File: src/rtl/seq_controller.sv
// rtl/seq_controller.sv - clkEN prescaler and two-phase count sequencer with timeout
module seq_controller #(
    parameter int PRESC   = 4,
    parameter int TIMEOUT = 15
) (
    input  logic clock,
    input  logic reset,
    input  logic start,
    input  logic abort,
    input  logic co1,
    input  logic co2,
    output logic clkEN,
    output logic cnt1,
    output logic cnt2,
    output logic busy,
    output logic done,
    output logic err
);

    typedef enum logic [2:0] {IDLE, PH1, PH2, DONE, ERR} state_t;

    localparam logic [7:0] PRESC_MAX = 8'(PRESC - 1);
    localparam logic [7:0] TICK_MAX  = 8'(TIMEOUT);

    state_t     state;
    state_t     state_nx;
    logic [7:0] presc_cnt;
    logic [7:0] tick_cnt;
    logic       sync1;
    logic       sync2;
    logic       sync3;
    logic       start_pulse;
    logic       phase_entry;
    logic       in_phase;

    always_ff @(posedge clock or posedge reset) begin
        if (reset) begin
            presc_cnt <= 8'd0;
            clkEN     <= 1'b0;
        end else if (presc_cnt == PRESC_MAX) begin
            presc_cnt <= 8'd0;
            clkEN     <= 1'b1;
        end else begin
            presc_cnt <= presc_cnt + 8'd1;
            clkEN     <= 1'b0;
        end
    end

    // Two flops for metastability, the third only to find the rising edge.
    always_ff @(posedge clock or posedge reset) begin
        if (reset) begin
            sync1 <= 1'b0;
            sync2 <= 1'b0;
            sync3 <= 1'b0;
        end else begin
            sync1 <= start;
            sync2 <= sync1;
            sync3 <= sync2;
        end
    end

    assign start_pulse = sync2 & ~sync3;
    assign in_phase    = (state == PH1) || (state == PH2);

    // A carry-out seen in the same cycle as the timeout still completes the phase.
    always_comb begin
        state_nx = state;
        if (abort) begin
            state_nx = IDLE;
        end else begin
            case (state)
                IDLE: if (start_pulse) state_nx = PH1;
                PH1: begin
                    if (co1)                       state_nx = PH2;
                    else if (tick_cnt == TICK_MAX) state_nx = ERR;
                end
                PH2: begin
                    if (co2)                       state_nx = DONE;
                    else if (tick_cnt == TICK_MAX) state_nx = ERR;
                end
                DONE: if (start_pulse) state_nx = PH1;
                ERR:  state_nx = ERR;
                default: state_nx = IDLE;
            endcase
        end
    end

    assign phase_entry = ((state_nx == PH1) && (state != PH1)) ||
                         ((state_nx == PH2) && (state != PH2));

    always_ff @(posedge clock or posedge reset) begin
        if (reset) begin
            state    <= IDLE;
            tick_cnt <= 8'd0;
            cnt1     <= 1'b0;
            cnt2     <= 1'b0;
            busy     <= 1'b0;
            done     <= 1'b0;
            err      <= 1'b0;
        end else begin
            state <= state_nx;
            if (phase_entry) begin
                tick_cnt <= 8'd0;
            end else if (clkEN && in_phase && (tick_cnt != TICK_MAX)) begin
                tick_cnt <= tick_cnt + 8'd1;
            end
            cnt1 <= (state_nx == PH1);
            cnt2 <= (state_nx == PH2);
            busy <= (state_nx == PH1) || (state_nx == PH2);
            done <= (state_nx == DONE);
            err  <= (state_nx == ERR);
        end
    end

endmodule

File: config.mk
export PLATFORM = sky130hd
export DESIGN_NAME = seq_controller
export DESIGN_NICKNAME = d
export VERILOG_FILES = /design/src/rtl/seq_controller.sv
export SDC_FILE = /design/constraint.sdc
export NUM_CORES = 1
export LEC_CHECK = 0
export CAP_MARGIN = 30
export CORE_UTILIZATION = 55
export DETAILED_ROUTE_END_ITERATION = 16
export DONT_BUFFER_PORTS = 1
export PLACE_DENSITY = 0.7
export RECOVER_POWER = 100
export SYNTH_ARGS = -nofsm -noshare
export SYNTH_HDL_FRONTEND = slang
export SYNTH_SLANG_ARGS = --single-unit
File: constraint.sdc
create_clock -name clock -period 2.4 [get_ports clock]
set_input_delay 0.12 -clock clock [delete_from_list [all_inputs] [get_ports clock]]
set_output_delay 0.12 -clock clock [all_outputs]
set_load 0.02 [all_outputs]
=== Yosys cells after proc, flatten, opt, wreduce, memory -nomap -nowiden ===
Index checks and enable logic that the tools add are counted.

* Register bits after elaboration: 28
* Latch bits: 0
* Bits in writable memories: 0
* Memory bits (read-only): 0
* Input port bits: 6
* Output and inout port bits: 6
* Logic and storage cells: 49
* Memories kept: 0

* Add/sub/neg operators: 2
* Multipliers: 0
* Divide/modulo/power cells: 0
* Order comparisons: 0
* Equality and inequality tests: 13
* Shift-type cells: 0
* Mux-type cells: 10
* Bitwise logic cells: 2
* Reductions and logical operators: 10

{| class="wikitable"
|+ Operator list
! kind !! count
|-
| 2-to-1 mux 8 bit || 3
|-
| adder 8 x 1 -> 8 bit, second input constant || 2
|-
| 2-to-1 mux 3 bit || 5
|-
| equality test 3 x 2 -> 1 bit, second input constant || 4
|-
| one-hot mux 3 bit (4 select lines) || 1
|-
| equality test 8 x 2 -> 1 bit, second input constant || 1
|-
| equality test 8 x 4 -> 1 bit, second input constant || 1
|-
| != test 8 x 4 -> 1 bit, second input constant || 1
|-
| equality test 3 x 1 -> 1 bit, second input constant || 2
|-
| equality test 3 bit, second input constant || 2
|-
| logical AND 1 bit || 4
|-
| logical NOT 3 bit || 1
|-
| logical OR 1 bit || 3
|-
| != test 3 x 1 -> 1 bit, second input constant || 1
|-
| != test 3 x 2 -> 1 bit, second input constant || 1
|-
| nonzero test 2 bit || 1
|-
| OR reduction 2 bit || 1
|-
| AND 1 bit || 1
|-
| 2-to-1 mux 1 bit || 1
|-
| NOT 1 bit || 1
|}

=== Depth between registers and ports, before layout ===
Gate-level depths: netlist of the first run.

* Depth after elaboration: 9
* Gate-level depth with buffers: 5
* Gate-level depth less buffers: 5

=== Least setup slack after synthesis of the first run ===
OpenSTA, ideal clock, no wires.

* Path kind: register to register
* Start: reg tick_cnt[5]
* End: reg tick_cnt[0]
* Setup time: 0.147 ns
* Data arrival time: 1.774 ns
* Setup slack: 0.479 ns
* Stages on the path, launching flop included: 5
* Period minus slack after synthesis: 1.921 ns
* Path through: dfrtp_1 or4_4 o311a_4 nor4b_4 nor3_1

* Cells in the longest elaborated chain, start to end: 9
* Elaborated cells on any way between the ends: 15
* Classes of those cells: eq/ne (4); mux (6); reduce/logical (5)

{| class="wikitable"
|+ Ends and longest elaborated chain
! element !! line !! source
|-
| from (decl) || 28 || <nowiki>logic [7:0] tick_cnt;</nowiki>
|-
| from (signal assigned) || 105 || <nowiki>tick_cnt <= tick_cnt + 8'd1;</nowiki>
|-
| equality test 8 x 4 -> 1 bit || 75, 79 ||
|-
| 2-to-1 mux 3 bit || 75, 79 ||
|-
| 2-to-1 mux 3 bit, on equally long branches || 78, 74 ||
|-
| one-hot mux 3 bit (4 select lines) || 71 || <nowiki>case (state)</nowiki>
|-
| 2-to-1 mux 3 bit || 68 || <nowiki>if (abort) begin</nowiki>
|-
| equality test 3 x 1 -> 1 bit / equality test 3 x 2 -> 1 bit (equally long branches) || 88, 89 ||
|-
| logical AND 1 bit, on equally long branches || 88, 89 ||
|-
| logical OR 1 bit || 88 || <nowiki>assign phase_entry = ((state_nx == PH1) && (state != PH1)) ||</nowiki>
|-
| 2-to-1 mux 8 bit / nonzero test 2 bit (equally long branches) || n/a ||
|}

Parallel ways exist; a longest one is shown, timed or not.
A chain may end at the register's enable or synchronous reset.

=== Worst setup path after layout of the first run ===
Same ends and word-level chain as after synthesis.

==> results of run 1 <==
## routing by layer
metal  wire length [um]  up-vias  track usage  share of wire
met3                 88        4       0.0424          0.037
met4                 25        0       0.0694          0.011
li1                   -      437            -              -
met2               1130       21        0.333           0.48
met5                  0        -            0              0
met1               1100      436        0.301           0.47
## worst max-delay path, stage by stage (launching register included)
cell and delay [ns]:
dfrtp_1 0.44, or4_4 0.58, o311a_1 0.42, nor4b_4 0.49, nor3_1 0.14
## layout make-up
cell class              instances  area share
flip-flops and latches         28       0.500
multi-input cells              82       0.408
repair buffers                  5      0.0295
clock buffers                   4      0.0259
well taps                      28      0.0250
inverters                       4      0.0107
## path summary, 6_finish.rpt
path / to / cells after the start / slack (ns) / startpoint
min reg2reg: sync2$_DFF_PP0_ / 0 / 0.37 / sync1$_DFF_PP0_
min in group asynchronous: sync3$_DFF_PP0_ / 2 / 0.22 / reset
max reg2reg: tick_cnt[0]$_DFFE_PP0P_ / 4 / 0.22 / tick_cnt[5]$_DFFE_PP0P_
min: cnt2$_DFF_PP0_ / 3 / 0.07 / abort
max in group asynchronous: presc_cnt[5]$_DFF_PP0_ / 3 / 1.04 / reset
max: tick_cnt[0]$_DFFE_PP0P_ / 4 / 0.22 / tick_cnt[5]$_DFFE_PP0P_
## synthesized netlist by cell type, drive strengths merged, types with 2 or more instances
| cell | instances |
|---|---|
| a211oi | 3 |
| and3 | 3 |
| dfrtp | 28 |
| ha | 2 |
| inv | 4 |
| nand2 | 2 |
| nand3 | 8 |
| nand4 | 2 |
| nor2 | 12 |
| nor2b | 2 |
| nor3 | 6 |
| nor4 | 2 |
| nor4b | 2 |
| o21ai | 5 |
| or3 | 3 |
| or3b | 2 |
| xnor2 | 6 |
| xor2 | 5 |
## logic make-up after synthesis
group,Yosys count,synth area share
AND/OR/NAND/NOR,51,0.245
flip-flops,28,0.535
AO/OA/AOI/OAI,17,0.100
XOR/XNOR,11,0.0735
buffers and inverters,5,0.0201
adder cells (fa/ha/maj),2,0.0191
multiplexers,1,0.00764
## power groups by stage
stage / registers (mW) / clock network, mW / logic [mW]
after CTS: 0.530 / 0.228 / 0.0971
after detailed placement: 0.539 / 0 / 0.0929
final: 0.530 / 0.223 / 0.0901
after floorplan: 0.530 / 0 / 0.0735
after global placement: 0.537 / 0 / 0.0819
after global routing: 0.533 / 0.245 / 0.103
## registers in the layout (all words and copies together) (netlist names)
name	flops
state	3
cnt2	1
sync2	1
presc_cnt	8
clkEN	1
busy	1
done	1
sync3	1
tick_cnt	8
cnt1	1
sync1	1
err	1
## what timing repair did
action	in CTS	in global routing
hold buffers	3	0
setup buffers	0	0
endpoints found under the hold margin	14	0
resized for setup	0	0
## through the flow
stage	hold slack [ns]	instances	worst slack, ns	total power, mW
finish	0.0661	151	0.216	0.843
CTS	0.0577	151	0.250	0.855
detailed placement	0.0710	144	0.268	0.632
global placement	0.151	143	0.342	0.618
floorplan	0.151	115	0.479	0.603
global route	0.0750	151	0.107	0.882
==> flow_metrics.env, run 1 <==
export IMPL_drive_gt1_frac=0.122
export IMPL_finalCritPeriodShare=0.910
export IMPL_synth_async_sr_flop_share=1.00
export IMPL_core_mm2=0.00223
export IMPL_fillCellCount=175
export IMPL_avgSynthCellArea_um2=11.4
export IMPL_place_gp_congestion=0.802
export IMPL_yosys_warnings=0
export IMPL_min_path_type="in2reg"
export IMPL_cts_buffers=3
export IMPL_syn_nets=123
export IMPL_io_buffers=0
export IMPL_layout_commonest_cell="dfrtp_1"
export IMPL_regArea_um2=701
export IMPL_clockRootBuffer="clkbuf_4"
export IMPL_first_global_vias=877
export IMPL_multi_input_area_um2=572
export IMPL_vias=898
export IMPL_initial_core_util=0.587
export IMPL_p_seq_frac=0.629
export IMPL_report_final_hold_viol_count=0
export IMPL_run_status="finished clean"
export IMPL_dieArea_mm2=0.00258
export IMPL_synth_area_top_cells="dfrtp_1 (53%), xnor2_1 (4.0%), nor2_1 (3.4%)"
export IMPL_critPathCaptureType="flip-flop"
export IMPL_drc_errors=0
export IMPL_antenna_found_initial=0
export IMPL_powerDensity_mw_per_mm2=602
export IMPL_ant_nets=0
export IMPL_p_int_mw=0.627
export IMPL_io_pins=12
export IMPL_switching_share=0.257
export IMPL_dieWidth_um=50.8
export IMPL_dr_first_iter_drc_count=16
export IMPL_utilization=0.627
export IMPL_tns_ns=0
export IMPL_placement_rows=17
export IMPL_synth_seq_cells=28
export IMPL_num_antenna_cells=0
export IMPL_path_class="reg2reg"
export IMPL_critPathRequiredTime_ns=2.59
export IMPL_synth_main_ff_cell="dfrtp_1"
export IMPL_synth_edf_count=0
export IMPL_area_growth_pct=6.88
export IMPL_grt_start_max_net_pins=19
export IMPL_ys_types=38
export IMPL_yosysTopAreaCellShare=0.535
export IMPL_critPathArrivalTime_ns=2.37
export IMPL_synth_seq_area_share=0.535
export IMPL_dr_pass1_iters=4
export IMPL_min_period_ns=2.18
export IMPL_setup_violations=0
export IMPL_gr_total_overflow=0
export IMPL_path_max_fanout=8
export IMPL_grt_usage=0.215
export IMPL_clkTransAtPathRegs_ns=0.15
export IMPL_timing_fmax_mhz=458
export IMPL_dp_hpwl_um=1790
export IMPL_grt_pass1_wl_um=4040
export IMPL_final_nets=132
export IMPL_h_tree_depth=1
export IMPL_worstSetupStartpointType="flip-flop"
export IMPL_combPwrFrac=0.107
export IMPL_finalInstanceArea_mm2=0.00140
export IMPL_tritoncts="done"
export IMPL_viasPerCell=5.95
export IMPL_slew_headroom=0.405
export IMPL_clkLatencyLatePin_ns=0.32
export IMPL_synthCells=115
export IMPL_final_cell_mix="dfrtp_1 (28), nor2_1 (12), nand3_1 (8), nor3_1 (6), xnor2_1 (6)"
export IMPL_wire_per_inst_um=15.5
export IMPL_die_y_um=50.8
export IMPL_syn_area_mm2=0.00131
export IMPL_clock_sinks=28
export IMPL_cap_viol_max_count=0
export IMPL_worst_pin_slew_ns=0.893
export IMPL_ir_worst_vdd_mv=0.363
export IMPL_yosys_area_top_type="dfrtp_1"
export IMPL_clk_path_buf_depth=2
export IMPL_grt_setup_unrepaired="no"
export IMPL_slew_viol_final=0
export IMPL_fin_skew_ns=0.00778
export IMPL_wl_um=2350
export IMPL_postPlaceCellArea_mm2=0.00137
export IMPL_clkPwrFrac=0.264
export IMPL_leakage_nw=0.628
export IMPL_switchingPower_mw=0.217
No activity file was read; power rests on OpenSTA's default activity.
==> inputs of run 2 (changes only) <==
--- a/config.mk
+++ b/config.mk
@@ -11,6 +11,7 @@
 export DONT_BUFFER_PORTS = 1
 export PLACE_DENSITY = 0.7
 export RECOVER_POWER = 100
+export REMOVE_ABC_BUFFERS = 1
 export SYNTH_ARGS = -nofsm -noshare
 export SYNTH_HDL_FRONTEND = slang
 export SYNTH_SLANG_ARGS = --single-unit
==> run 2 against run 1 <==
  * Maximum frequency grew 1.2%
  * Sequential power is essentially flat
  * Utilization is the same
  * Power shrank 0.30%
  * Clock skew grew 0.0028 ns
  * Count of clock-buffer cells in the layout is the same
  * Largest power group unchanged
  * First-iteration DRC count grew 110%
  * Combinational power is essentially flat
  * Clock power is essentially flat
==> flow_metrics.env, run 2 (synthesis gave the netlist of run 1 again) <==
export IMPL_hold_depth=3
export IMPL_report_final_hold_viol_count=0
export IMPL_r2r_setup_slack_ns=0.24
export IMPL_wl_um=2360
export IMPL_worst_r2r_endpoint="tick_cnt[6]$_DFFE_PP0P_"
export IMPL_tritoncts="done"
export IMPL_worst_pin_slew_ns=1.21
export IMPL_cap_viol_max_count=0
export IMPL_area_growth_pct=6.88
export IMPL_cts_buffers=3
export IMPL_reg_top3="presc_cnt: 8 flops, tick_cnt: 8 flops, state: 3 flops"
export IMPL_powerDensity_mw_per_mm2=601
export IMPL_min_to="cnt2$_DFF_PP0_"
export IMPL_clk_path_buf_depth=2
export IMPL_slew_headroom=0.196
export IMPL_h_tree_depth=1
export IMPL_die_y_um=50.8
export IMPL_critPathCaptureType="flip-flop"
export IMPL_core_mm2=0.00223
export IMPL_place_gp_congestion=0.819
export IMPL_grt_setup_unrepaired="no"
export IMPL_io_buffers=0
export IMPL_finalCritPeriodShare=0.899
export IMPL_placement_rows=17
export IMPL_first_global_vias=874
export IMPL_layout_commonest_cell="dfrtp_1"
export IMPL_min_path_type="in2reg"
export IMPL_clockRootBuffer="clkbuf_4"
export IMPL_antenna_found_initial=0
export IMPL_dieWidth_um=50.8
export IMPL_grt_usage=0.216
export IMPL_drive_gt1_frac=0.122
export IMPL_reg2reg_from="tick_cnt[5]$_DFFE_PP0P_"
export IMPL_final_nets=132
export IMPL_placedCellCount=144
export IMPL_path_max_fanout=8
export IMPL_io_pins=12
export IMPL_tns_ns=0
export IMPL_clkLatencyLatePin_ns=0.32
export IMPL_ant_nets=0
export IMPL_dr_first_iter_drc_count=33
export IMPL_wire_per_inst_um=15.6
export IMPL_final_cell_mix="dfrtp_1 (28), nor2_1 (12), nand3_1 (8), nor3_1 (6), xnor2_1 (6)"
export IMPL_min_period_ns=2.16
export IMPL_worstSetupStartpointType="flip-flop"
export IMPL_setup_violations=0
export IMPL_critPathRequiredTime_ns=2.59
export IMPL_initial_core_util=0.587
export IMPL_multi_input_area_um2=572
export IMPL_grt_pass1_wl_um=4150
export IMPL_gr_total_overflow=0
export IMPL_rr_worst_depth=4
export IMPL_dieArea_mm2=0.00258
export IMPL_num_antenna_cells=0
export IMPL_leakage_nw=0.628
export IMPL_fin_skew_ns=0.0106
export IMPL_clock_sinks=28
export IMPL_dp_hpwl_um=1720
export IMPL_ir_worst_vdd_mv=0.434
export IMPL_grt_start_max_net_pins=25
export IMPL_regArea_um2=701
export IMPL_fin_cells=151
export IMPL_drc_errors=0
export IMPL_dr_pass1_iters=4
export IMPL_critPathArrivalTime_ns=2.34
export IMPL_slew_viol_final=0
export IMPL_cts_resized=0
export IMPL_path_class="reg2reg"
export IMPL_fillCellCount=193
export IMPL_run_status="finished clean"
export IMPL_timing_fmax_mhz=463
export IMPL_clkTransAtPathRegs_ns=0.15
export IMPL_viasPerCell=5.95
export IMPL_hp_start="abort"
export IMPL_vias=898
## run 2: cell counts in the layout (fill, tap and decap cells not counted)
Identical to the previous run, type by type.
## run 2: worst max path at each step
stage | start | endpoint | slack, ns | depth (start not counted)
after floorplan | tick_cnt[5]$_DFFE_PP0P_ | tick_cnt[0]$_DFFE_PP0P_ | 0.48 | 4
after global placement | tick_cnt[5]$_DFFE_PP0P_ | tick_cnt[2]$_DFFE_PP0P_ | 0.35 | 4
after detailed placement | tick_cnt[5]$_DFFE_PP0P_ | tick_cnt[2]$_DFFE_PP0P_ | 0.28 | 4
after CTS | tick_cnt[5]$_DFFE_PP0P_ | tick_cnt[2]$_DFFE_PP0P_ | 0.27 | 4
after global routing | tick_cnt[5]$_DFFE_PP0P_ | tick_cnt[0]$_DFFE_PP0P_ | 0.14 | 4
final | tick_cnt[5]$_DFFE_PP0P_ | tick_cnt[6]$_DFFE_PP0P_ | 0.24 | 4
## run 2: timing repair
action,in CTS,in global routing
hold buffers,3,0
hold endpoints to repair,32,0
buffers inserted,0,0
## run 2: through the flow
step / utilization / hold slack, ns / power, mW / area (um^2) / setup slack [ns]
floorplan: - / 0.151 / 0.601 / 1300 / 0.479
global placement: 0.601 / 0.151 / 0.619 / 1340 / 0.348
detailed placement: 0.613 / -0.0473 / 0.630 / 1370 / 0.280
CTS: 0.643 / 0.0352 / 0.851 / 1440 / 0.267
global route: 0.627 / 0.0699 / 0.881 / 1400 / 0.141
finish: 0.627 / 0.0433 / 0.841 / 1400 / 0.242
## run 2: routing by layer
metal	share of wire	GRT usage	up-vias
met4	0.0068	0.0694	0
met3	0.037	0.0333	2
met1	0.47	0.298	447
met5	0	0	-
li1	-	-	434
met2	0.49	0.349	15
## run 2: area by class of cell
class                      instances  area share
tap                               28      0.0250
clock buffer                       4      0.0259
multi-input combinational         82       0.408
sequential                        28       0.500
timing repair buffer               5      0.0295
inverter                           4      0.0107
## run 2: critical path, cell delays in order, from the launching register on
cell and delay, ns:
dfrtp_1 0.43, or4_4 0.58, o311a_1 0.42, nor4b_4 0.48, nor3_1 0.13
## run 2: where the power goes
part,total (mW),internal (mW),switching (mW)
Clock,0.221,0.0926,0.129
Sequential,0.530,0.497,0.0328
Combinational,0.0901,0.0382,0.0519
